$ cat src/rtl/multi_cycle_ctrl_if.sv
// Bundles the control FSM's instruction-memory handshake, datapath controls and status.
// master = controller side, slave = memory/datapath side.
interface multi_cycle_ctrl_if #(
    parameter int unsigned CNT_W = 32
);
    logic             imem_req_o;
    logic             imem_ack_i;
    logic [5:0]       instr_op_i;
    logic             zero_i;
    logic             IR_write_o;
    logic             PC_write_o;
    logic             PC_src_o;
    logic             RegWrite_o;
    logic             RegDst_o;
    logic             ALUSrc_o;
    logic [2:0]       ALU_op_o;
    logic [2:0]       state_o;
    logic             illegal_o;
    logic             fetch_err_o;
    logic [CNT_W-1:0] retired_cnt_o;

    modport master (
        output imem_req_o, IR_write_o, PC_write_o, PC_src_o, RegWrite_o, RegDst_o, ALUSrc_o,
               ALU_op_o, state_o, illegal_o, fetch_err_o, retired_cnt_o,
        input  imem_ack_i, instr_op_i, zero_i
    );

    modport slave (
        input  imem_req_o, IR_write_o, PC_write_o, PC_src_o, RegWrite_o, RegDst_o, ALUSrc_o,
               ALU_op_o, state_o, illegal_o, fetch_err_o, retired_cnt_o,
        output imem_ack_i, instr_op_i, zero_i
    );
endinterface

$ cat src/rtl/multi_cycle_ctrl.sv
// Multi-cycle control FSM: fetch handshake with timeout, opcode classification,
// per-state datapath enables and a retired-instruction counter.
module multi_cycle_ctrl #(
    parameter int unsigned CNT_W   = 32,
    parameter int unsigned TIMEOUT = 15
) (
    input logic                clk_i,
    input logic                rst_i,
    multi_cycle_ctrl_if.master bus
);

    localparam logic [7:0] TmoLast = 8'(TIMEOUT - 1);

    localparam logic [2:0] AluR    = 3'b010;
    localparam logic [2:0] AluAddi = 3'b100;
    localparam logic [2:0] AluSlt  = 3'b111;
    localparam logic [2:0] AluOri  = 3'b101;
    localparam logic [2:0] AluLui  = 3'b110;
    localparam logic [2:0] AluBeq  = 3'b011;
    localparam logic [2:0] AluBne  = 3'b001;

    typedef enum logic [2:0] {
        StIdle   = 3'd0,
        StFetch  = 3'd1,
        StDecode = 3'd2,
        StExec   = 3'd3,
        StWb     = 3'd4,
        StBranch = 3'd5
    } state_e;

    state_e           state_q, state_d;
    logic [7:0]       tmo_q, tmo_d;
    logic [CNT_W-1:0] retired_q, retired_d;
    logic [2:0]       alu_op_q, alu_op_d;
    logic             reg_dst_q, reg_dst_d;
    logic             alu_src_q, alu_src_d;

    logic [2:0] dec_alu_op;
    logic       dec_reg_dst, dec_alu_src, dec_exec, dec_branch;

    always_comb begin
        dec_alu_op  = 3'b000;
        dec_reg_dst = 1'b0;
        dec_alu_src = 1'b0;
        dec_exec    = 1'b0;
        dec_branch  = 1'b0;
        case (bus.instr_op_i)
            6'b000000: begin dec_alu_op = AluR;    dec_reg_dst = 1'b1; dec_exec = 1'b1; end
            6'b001000: begin dec_alu_op = AluAddi; dec_alu_src = 1'b1; dec_exec = 1'b1; end
            6'b001010,
            6'b001011: begin dec_alu_op = AluSlt;  dec_alu_src = 1'b1; dec_exec = 1'b1; end
            6'b001101: begin dec_alu_op = AluOri;  dec_alu_src = 1'b1; dec_exec = 1'b1; end
            6'b001111: begin dec_alu_op = AluLui;  dec_alu_src = 1'b1; dec_exec = 1'b1; end
            6'b000100: begin dec_alu_op = AluBeq;  dec_branch = 1'b1; end
            6'b000101: begin dec_alu_op = AluBne;  dec_branch = 1'b1; end
            default:   ;
        endcase
    end

    always_comb begin
        state_d   = state_q;
        tmo_d     = 8'd0;
        retired_d = retired_q;
        alu_op_d  = alu_op_q;
        reg_dst_d = reg_dst_q;
        alu_src_d = alu_src_q;

        bus.imem_req_o  = 1'b0;
        bus.IR_write_o  = 1'b0;
        bus.PC_write_o  = 1'b0;
        bus.PC_src_o    = 1'b0;
        bus.RegWrite_o  = 1'b0;
        bus.RegDst_o    = 1'b0;
        bus.ALUSrc_o    = 1'b0;
        bus.ALU_op_o    = 3'b000;
        bus.illegal_o   = 1'b0;
        bus.fetch_err_o = 1'b0;

        case (state_q)
            StIdle: state_d = StFetch;
            StFetch: begin
                bus.imem_req_o = 1'b1;
                // An ack in the expiry cycle takes priority over the timeout.
                if (bus.imem_ack_i) begin
                    bus.IR_write_o = 1'b1;
                    bus.PC_write_o = 1'b1;
                    state_d        = StDecode;
                end else if (tmo_q == TmoLast) begin
                    bus.fetch_err_o = 1'b1;
                end else begin
                    tmo_d = tmo_q + 8'd1;
                end
            end
            StDecode: begin
                bus.ALU_op_o = dec_alu_op;
                bus.RegDst_o = dec_reg_dst;
                bus.ALUSrc_o = dec_alu_src;
                alu_op_d     = dec_alu_op;
                reg_dst_d    = dec_reg_dst;
                alu_src_d    = dec_alu_src;
                if (dec_exec) begin
                    state_d = StExec;
                end else if (dec_branch) begin
                    state_d = StBranch;
                end else begin
                    bus.illegal_o = 1'b1;
                    state_d       = StFetch;
                end
            end
            StExec: begin
                bus.ALU_op_o = alu_op_q;
                bus.RegDst_o = reg_dst_q;
                bus.ALUSrc_o = alu_src_q;
                state_d      = StWb;
            end
            StWb: begin
                bus.ALU_op_o   = alu_op_q;
                bus.RegDst_o   = reg_dst_q;
                bus.ALUSrc_o   = alu_src_q;
                bus.RegWrite_o = 1'b1;
                retired_d      = retired_q + CNT_W'(1);
                state_d        = StFetch;
            end
            StBranch: begin
                bus.ALU_op_o   = alu_op_q;
                bus.PC_src_o   = 1'b1;
                bus.PC_write_o = (alu_op_q == AluBeq) ? bus.zero_i : ~bus.zero_i;
                retired_d      = retired_q + CNT_W'(1);
                state_d        = StFetch;
            end
            default: state_d = StIdle;
        endcase
    end

    always_ff @(posedge clk_i) begin
        if (rst_i) begin
            state_q   <= StIdle;
            tmo_q     <= 8'd0;
            retired_q <= '0;
            alu_op_q  <= 3'b000;
            reg_dst_q <= 1'b0;
            alu_src_q <= 1'b0;
        end else begin
            state_q   <= state_d;
            tmo_q     <= tmo_d;
            retired_q <= retired_d;
            alu_op_q  <= alu_op_d;
            reg_dst_q <= reg_dst_d;
            alu_src_q <= alu_src_d;
        end
    end

    assign bus.state_o       = state_q;
    assign bus.retired_cnt_o = retired_q;

endmodule
$ cat src/flat_wrapper.sv
// flat-port wrapper written by rule: the top's interface ports become plain ports
module multi_cycle_ctrl_flat 
#(
    parameter int unsigned CNT_W   = 32,
    parameter int unsigned TIMEOUT = 15
)
  (clk_i, rst_i, bus_imem_req_o, bus_IR_write_o, bus_PC_write_o, bus_PC_src_o, bus_RegWrite_o, bus_RegDst_o, bus_ALUSrc_o, bus_ALU_op_o, bus_state_o, bus_illegal_o, bus_fetch_err_o, bus_retired_cnt_o, bus_imem_ack_i, bus_instr_op_i, bus_zero_i);
  multi_cycle_ctrl_if #(.CNT_W(CNT_W)) bus_i ();
  input logic clk_i;
  input logic rst_i;
  output wire logic [$bits(bus_i.imem_req_o)-1:0] bus_imem_req_o;
  output wire logic [$bits(bus_i.IR_write_o)-1:0] bus_IR_write_o;
  output wire logic [$bits(bus_i.PC_write_o)-1:0] bus_PC_write_o;
  output wire logic [$bits(bus_i.PC_src_o)-1:0] bus_PC_src_o;
  output wire logic [$bits(bus_i.RegWrite_o)-1:0] bus_RegWrite_o;
  output wire logic [$bits(bus_i.RegDst_o)-1:0] bus_RegDst_o;
  output wire logic [$bits(bus_i.ALUSrc_o)-1:0] bus_ALUSrc_o;
  output wire logic [$bits(bus_i.ALU_op_o)-1:0] bus_ALU_op_o;
  output wire logic [$bits(bus_i.state_o)-1:0] bus_state_o;
  output wire logic [$bits(bus_i.illegal_o)-1:0] bus_illegal_o;
  output wire logic [$bits(bus_i.fetch_err_o)-1:0] bus_fetch_err_o;
  output wire logic [$bits(bus_i.retired_cnt_o)-1:0] bus_retired_cnt_o;
  input wire logic [$bits(bus_i.imem_ack_i)-1:0] bus_imem_ack_i;
  input wire logic [$bits(bus_i.instr_op_i)-1:0] bus_instr_op_i;
  input wire logic [$bits(bus_i.zero_i)-1:0] bus_zero_i;
  assign bus_imem_req_o = bus_i.imem_req_o;
  assign bus_IR_write_o = bus_i.IR_write_o;
  assign bus_PC_write_o = bus_i.PC_write_o;
  assign bus_PC_src_o = bus_i.PC_src_o;
  assign bus_RegWrite_o = bus_i.RegWrite_o;
  assign bus_RegDst_o = bus_i.RegDst_o;
  assign bus_ALUSrc_o = bus_i.ALUSrc_o;
  assign bus_ALU_op_o = bus_i.ALU_op_o;
  assign bus_state_o = bus_i.state_o;
  assign bus_illegal_o = bus_i.illegal_o;
  assign bus_fetch_err_o = bus_i.fetch_err_o;
  assign bus_retired_cnt_o = bus_i.retired_cnt_o;
  assign bus_i.imem_ack_i = bus_imem_ack_i;
  assign bus_i.instr_op_i = bus_instr_op_i;
  assign bus_i.zero_i = bus_zero_i;
  multi_cycle_ctrl #(.CNT_W(CNT_W), .TIMEOUT(TIMEOUT)) u_core (.clk_i(clk_i), .rst_i(rst_i), .bus(bus_i));
endmodule
$ cat config.mk
export PLATFORM = sky130hd
export DESIGN_NAME = multi_cycle_ctrl_flat
export DESIGN_NICKNAME = d
export VERILOG_FILES = /design/src/rtl/multi_cycle_ctrl_if.sv /design/src/rtl/multi_cycle_ctrl.sv /design/src/flat_wrapper.sv
export SDC_FILE = /design/constraint.sdc
export NUM_CORES = 1
export LEC_CHECK = 0
export ABC_CLOCK_PERIOD_IN_PS = 2600
export CORE_AREA = 2 2 80 82
export CTS_CLUSTER_SIZE = 25
export DETAILED_ROUTE_END_ITERATION = 8
export DIE_AREA = 0 0 82 84
export GPL_ROUTABILITY_DRIVEN = 0
export GPL_TIMING_DRIVEN = 1
export PLACE_DENSITY = 0.76
export RECOVER_POWER = 100
export SETUP_SLACK_MARGIN = 0.15
export SYNTH_ARGS = -nofsm -noshare
export SYNTH_HDL_FRONTEND = slang
export SYNTH_SLANG_ARGS = --single-unit
$ cat constraint.sdc
create_clock -name clk_i -period 2.6 [get_ports clk_i]
set_input_delay 0.52 -clock clk_i [delete_from_list [all_inputs] [get_ports clk_i]]
set_output_delay 0.52 -clock clk_i [all_outputs]
set_load 0.01 [all_outputs]
==> run_results.csv, run 1 <==
group,metric,value,unit
timing,worst_slack,95.4,ps
route,via_per_inst,4.94,
cells_and_area,utilization,0.518,
floorplanning,coreArea,6100,µm²
timing,finalMaxSlewViolations,0,
clock_tree,clk_pin_slew,80,ps
critical_path,cp-end-kind,"output port",
logic_synthesis,syn_area_per_cell,8.44,µm²
clock_tree,worstSkewPairLatency,300,ps
pwr,vdd.ir_drop.worst,0.000292,V
timing,hold_ws,469,ps
cells_and_area,layout_commonest_cell,"dfxtp_1",
critical_path,worstSetupPathType,"flip-flop to output port",
clock_tree,clockBufferDepth,2,
outcome,status,"finished clean",
critical_path,crit_chain,"or3b_1, or3_4, or3_4, nand2_2, buf_2",
cells_and_area,fillers,601,
logic_synthesis,ys.flop_type,"dfxtp_1",
logic_synthesis,synth-edff-count,0,
cells_and_area,most-common-layout-cells,"47 x dfxtp_1, 44 x nor2_1, 42 x dlygate4sd3_1",
clock_tree,cts_tree,"yes",
floorplanning,pin_count,57,
global_routing,grt.overflow.total,0,
cells_and_area,seqCellArea,962,µm²
pwr,power_density,409,nW/µm²
cells_and_area,area_growth,36.0,%
global_routing,grtUsageTotal,0.159,
route,dr.first_iter.drc_count,144,
logic_synthesis,synth.distinct_cells,45,
critical_path,required,2080,ps
route,num_vias,2089,
timing,timing.final.crit_share,0.963,
logic_synthesis,yosys_register_bits,48,
pwr,leakage,1.32,nW
global_routing,first_global_vias,1913,
place,hpwl,3890,µm
cells_and_area,layout-drive-gt1-share,0.118,
global_routing,antenna_found_initial,0,
cells_and_area,multiInputGateArea,1320,µm²
critical_path,cpPeakStageDelay,420,ps
floorplanning,rows,29,
critical_path,cp_max_fo,5,
clock_tree,clock_sinks,48,
logic_synthesis,syn-num-nets,288,
logic_synthesis,yosysSeqAreaShare,0.414,
cells_and_area,n_antenna_cell,0,
route,wire_per_inst,12.3,µm
timing,min_period,2500,ps
timing,hold_viol,0,
timing,worst_pin_slew,630,ps
timing,slew_headroom,0.576,
clock_tree,clockRootBuffer,"clkbuf_8",
critical_path,critPathLaunchType,"flip-flop",
route,drc,0,
critical_path,worst-path-buf-inv,1,
timing,rsz0062_at_grt,"true",
place,dp_worst_setup_slack,-305,ps
worst_hold_path,hold_path_class,"flip-flop to flip-flop",
job,cap_violations,0,
route,ant_nets,0,
logic_synthesis,async_flop_share,0,
logic_synthesis,synth_top_area_share,0.414,
floorplanning,fp.dieH,84,µm
clock_tree,cts_buffers,5,
global_routing,grt_start_max_net_pins,22,
critical_path,cpMaxStageDelayCell,"or3b_1",
timing,skew,8.52,ps
route,routed_wl,5220,µm
floorplanning,die_x,82,µm
critical_path,crit_family,"simple AND/OR/NAND/NOR gates",
floorplanning,die_area,6890,µm²
critical_path,ff2ff_setup_slack,290,ps
logic_synthesis,syn_inst,275,
timing,setup_violations,0,
cells_and_area,finalNetCount,358,
floorplanning,start_util,0.381,
logic_synthesis,synth_warnings,0,
logic_synthesis,post-synth-top-area-cell,"dfxtp_1",
place,port_buffers,56,
global_routing,grt_pass1_wl,8650,µm
logic_synthesis,synth.area.top_cells,"dfxtp_1 41%, nor2_1 7.3%, xnor2_1 6.4%, xor2_1 5.3%, nand2_1 4.7%",
cells_and_area,layoutNonFillerInstCount,423,
timing,fmax,0.399,GHz
clock_tree,htreeDepth,2,
clock_tree,cts_hold_buf,0,
route,dr.pass1.iters,4,
place,dp.cells,414,
logic_synthesis,netlist_area,2320,µm²
critical_path,cpMostUsedCell,"or3_4",
critical_path,crit_arrival,1980,ps
report_power, final:
part	internal, mW	total [mW]	switching, mW
clock	0.213	0.461	0.248
combinational	0.0439	0.0900	0.0461
sequential	0.738	0.741	0.00258
cells in the mapped netlist (2+ instances only):
library cell / count
nor2b_1: 4
clkbuf_1: 7
xnor2_1: 17
a31oi_1: 4
nor3_1: 4
or3_1: 3
a21o_1: 5
nand2_1: 29
inv_1: 11
a21oi_1: 12
nor2_1: 45
buf_1: 2
ha_1: 3
and2_1: 2
and4_1: 2
xor2_1: 14
nor3b_1: 2
and3_1: 2
dfxtp_1: 48
or4_1: 3
nand3_1: 11
o21ai_0: 4
nor4_1: 8
nand4_1: 7
nand2b_1: 4
nand3b_1: 3
repair_timing:
item,in CTS,in global routing
gates resized for setup,31,6
pin swaps,1,2
setup endpoints to repair,8,7
setup buffers,0,1
gates cloned,0,0
final timing paths:
| kind | end | cells after the start | start |
|---|---|---|---|
| worst max-delay path | bus_ALU_op_o[2] | 5 | u_core.bus.state_o[0] |
| worst min-delay path | u_core.alu_src_q | 2 | u_core.alu_src_q |
| worst max register to register | u_core.bus.retired_cnt_o[31] | 5 | u_core.bus.retired_cnt_o[5] |
| worst min register to register | u_core.alu_src_q | 2 | u_core.alu_src_q |
metal layers:
metal  GRT usage  vias up  wire length [µm]
met3      0.0574        8               374
met2       0.254       44              2450
met1       0.194      961              2320
met5           0        -                 0
met4      0.0545        0                72
li1            -     1076                 -
registers in the layout (all words and copies together), names as in the netlist:
signal and count:
u_core.tmo_q 8, u_core.reg_dst_q 1, u_core.bus.state_o 3, u_core.alu_src_q 1
u_core.bus.retired_cnt_o 32, u_core.alu_op_q 3
per-stage QoR:
stage | TNS (ps) | total power [mW] | area, µm²
final | 0 | 1.29 | 3160
after global routing | 0 | 1.35 | 3160
after CTS | 0 | 1.31 | 3170
after detailed placement | -1270 | 0.848 | 3060
after global placement | -1220 | 0.847 | 3060
after floorplan | 0 | 0.796 | 2320
area by class of cell:
class                   instances  area share
clock buffers                   6      0.0262
clock inverters                 2     0.00317
inverters                      11      0.0131
multi-input cells             207       0.417
flip-flops and latches         48       0.305
well taps                      77      0.0305
repair buffers                 72       0.205
logic make-up after synthesis:
kind of cell / Yosys count / synth area share
AOI/OAI and AO/OA: 28 / 0.0728
xor gates and xnor gates: 31 / 0.117
adders and majority gates: 3 / 0.0162
buffers and inverters: 20 / 0.0323
DFF: 48 / 0.414
muxes: 1 / 0.00485
and+or+nand+nor: 144 / 0.343
worst reg2reg max path, delay by kind of cell (launching register included):
| family | cells | cell delay [ps] |
|---|---|---|
| AOI/OAI and AO/OA | 1 | 160 |
| DFF | 1 | 410 |
| and+or+nand+nor | 4 | 1670 |
Note: power is estimated with default switching activity, not from simulation.
==> inputs of run 2 (changes only) <==
Settings changed: CTS_BUF_LIST from default to sky130_fd_sc_hd__clkbuf_4 sky130_fd_sc_hd__clkbuf_8, PLACE_DENSITY 0.76 to 0.65.
==> run 2 against run 1 <==
  * Final cell count down 0.47%
  * Non-clock buffer count is 2 lower
  * First-iteration DRC count down 56%
  * Critical endpoint is now bus_ALUSrc_o
  * Count of clock-buffer cells in the layout shrank 1
==> run_results.csv, run 2 (synthesis results as in run 1) <==
group,metric,value,unit
route,wire_per_inst,12.0,µm
timing,worst_slack,134,ps
critical_path,crit_arrival,1950,ps
critical_path,timing.rr.end,"u_core.bus.retired_cnt_o[31]",
cells_and_area,fillers,590,
worst_hold_path,hold_path_depth,2,
global_routing,grtUsageTotal,0.146,
route,num_vias,2063,
worst_hold_path,worstHoldEndpoint,"u_core.reg_dst_q",
clock_tree,htreeDepth,2,
clock_tree,cts_buffers,5,
cells_and_area,area_growth,35.6,%
timing,skew,8.24,ps
timing,finalMaxSlewViolations,0,
cells_and_area,stdcell_area,3150,µm²
global_routing,grt.overflow.total,0,
cells_and_area,finalNetCount,356,
route,drc,0,
critical_path,critPathLaunchType,"flip-flop",
timing,fmax,0.406,GHz
critical_path,cp-end-kind,"output port",
cells_and_area,n_antenna_cell,0,
clock_tree,cts_tree,"yes",
critical_path,required,2080,ps
place,port_buffers,56,
clock_tree,clockBufferDepth,2,
timing,rsz0062_at_grt,"true",
critical_path,r2r_cells,5,
global_routing,first_global_vias,1820,
timing,slew_headroom,0.179,
timing,min_period,2470,ps
global_routing,grt_start_max_net_pins,29,
cells_and_area,layout_commonest_cell,"dfxtp_1",
outcome,status,"finished clean",
floorplanning,die_x,82,µm
place,placed_area,3050,µm²
pwr,power_density,404,nW/µm²
job,cap_violations,0,
clock_tree,clockRootBuffer,"clkbuf_8",
timing,setup_violations,0,
cells_and_area,utilization,0.516,
global_routing,antenna_found_initial,0,
route,routed_wl,5040,µm
critical_path,worstSetupPathType,"flip-flop to output port",
cells_and_area,layout-drive-gt1-share,0.119,
critical_path,rr_startpoint,"u_core.bus.retired_cnt_o[5]",
clock_tree,worstSkewPairLatency,300,ps
floorplanning,pin_count,57,
place,dp_worst_setup_slack,-253,ps
clock_tree,clock_sinks,48,
timing,tns,0,ps
timing,worst_pin_slew,1230,ps
worst_hold_path,hold_path_class,"flip-flop to flip-flop",
floorplanning,start_util,0.381,
cells_and_area,largest_reg_flops,32,
route,dr.first_iter.drc_count,63,
timing,timing.final.crit_share,0.948,
clock_tree,clk_pin_slew,90,ps
floorplanning,coreArea,6100,µm²
route,via_per_inst,4.90,
timing,hold_ws,462,ps
route,dr.pass1.iters,4,
place,hpwl,3780,µm
route,ant_nets,0,
pwr,power,1.27,mW
floorplanning,rows,29,
pwr,vdd.ir_drop.worst,0.000194,V
floorplanning,fp.dieH,84,µm
timing,hold_viol,0,
floorplanning,die_area,6890,µm²
critical_path,cp_max_fo,3,
cells_and_area,layoutNonFillerInstCount,421,
worst_hold_path,min_from,"u_core.reg_dst_q",
place,dp.cells,413,
cells_and_area,most-common-layout-cells,"48 x dfxtp_1, 45 x nor2_1, 40 x dlygate4sd3_1",
global_routing,grt_pass1_wl,7940,µm
pwr,leakage,1.31,nW
critical_path,crit_start,"u_core.bus.state_o[2]",
critical_path,ff2ff_setup_slack,310,ps
clock_tree,cts_hold_buf,0,
==> run 2: where the power goes <==
part	internal, mW	leakage [nW]	total, mW	switching (mW)
Clock	0.188	0.0479	0.442	0.254
Combinational	0.0454	0.880	0.0903	0.0449
Sequential	0.738	0.387	0.741	0.00274
Total	0.971	1.31	1.27	0.302
==> run 2: worst max-delay path by stage <==
stage | to | slack [ps] | cells past startpoint
5_1_grt | bus_ALU_op_o[1] | 50 | 6
2_1_floorplan | bus_ALUSrc_o | 240 | 5
6_report | bus_ALUSrc_o | 130 | 5
3_5_place_dp | bus_ALU_op_o[2] | -250 | 5
3_3_place_gp | bus_ALUSrc_o | -260 | 5
4_1_cts | bus_ALUSrc_o | 10 | 5
==> run 2: final cells by class <==
type / count / area (µm²) / share of cell area
clock buffers: 5 / 68.8 / 0.0219
clock inverters: 3 / 18.8 / 0.00596
inverters: 11 / 41.3 / 0.0131
multi-input cells: 207 / 1310 / 0.417
flip-flops and latches: 48 / 961 / 0.305
well taps: 77 / 96.3 / 0.0306
repair buffers: 70 / 648 / 0.206
==> run 2: metal layers <==
metal,track usage,part of all wire
met1,0.180,0.45
met2,0.228,0.46
met3,0.0574,0.067
met4,0.0515,0.020
met5,0,0
==> run 2: critical path, stage by stage, from the launching register on <==
cell and delay [ps]:
dfxtp_1 320, or3b_4 400, or3_4 330, or3_4 430, nand2_2 80, buf_6 100
==> run 2: repair_timing <==
| item | 4_1_cts | 5_1_grt |
|---|---|---|
| gates resized for setup | 23 | 13 |
| buffers inserted | 0 | 0 |
| pin swaps | 3 | 1 |
| gates cloned | 0 | 0 |
| endpoints found under the setup margin | 9 | 7 |
==> inputs of run 3 (changes only) <==
Settings changed: GPL_ROUTABILITY_DRIVEN 0 to 1, SLEW_MARGIN from default to 25.
==> results of run 3 <==
Final layout, timing and power as in run 2 (identical DEF).
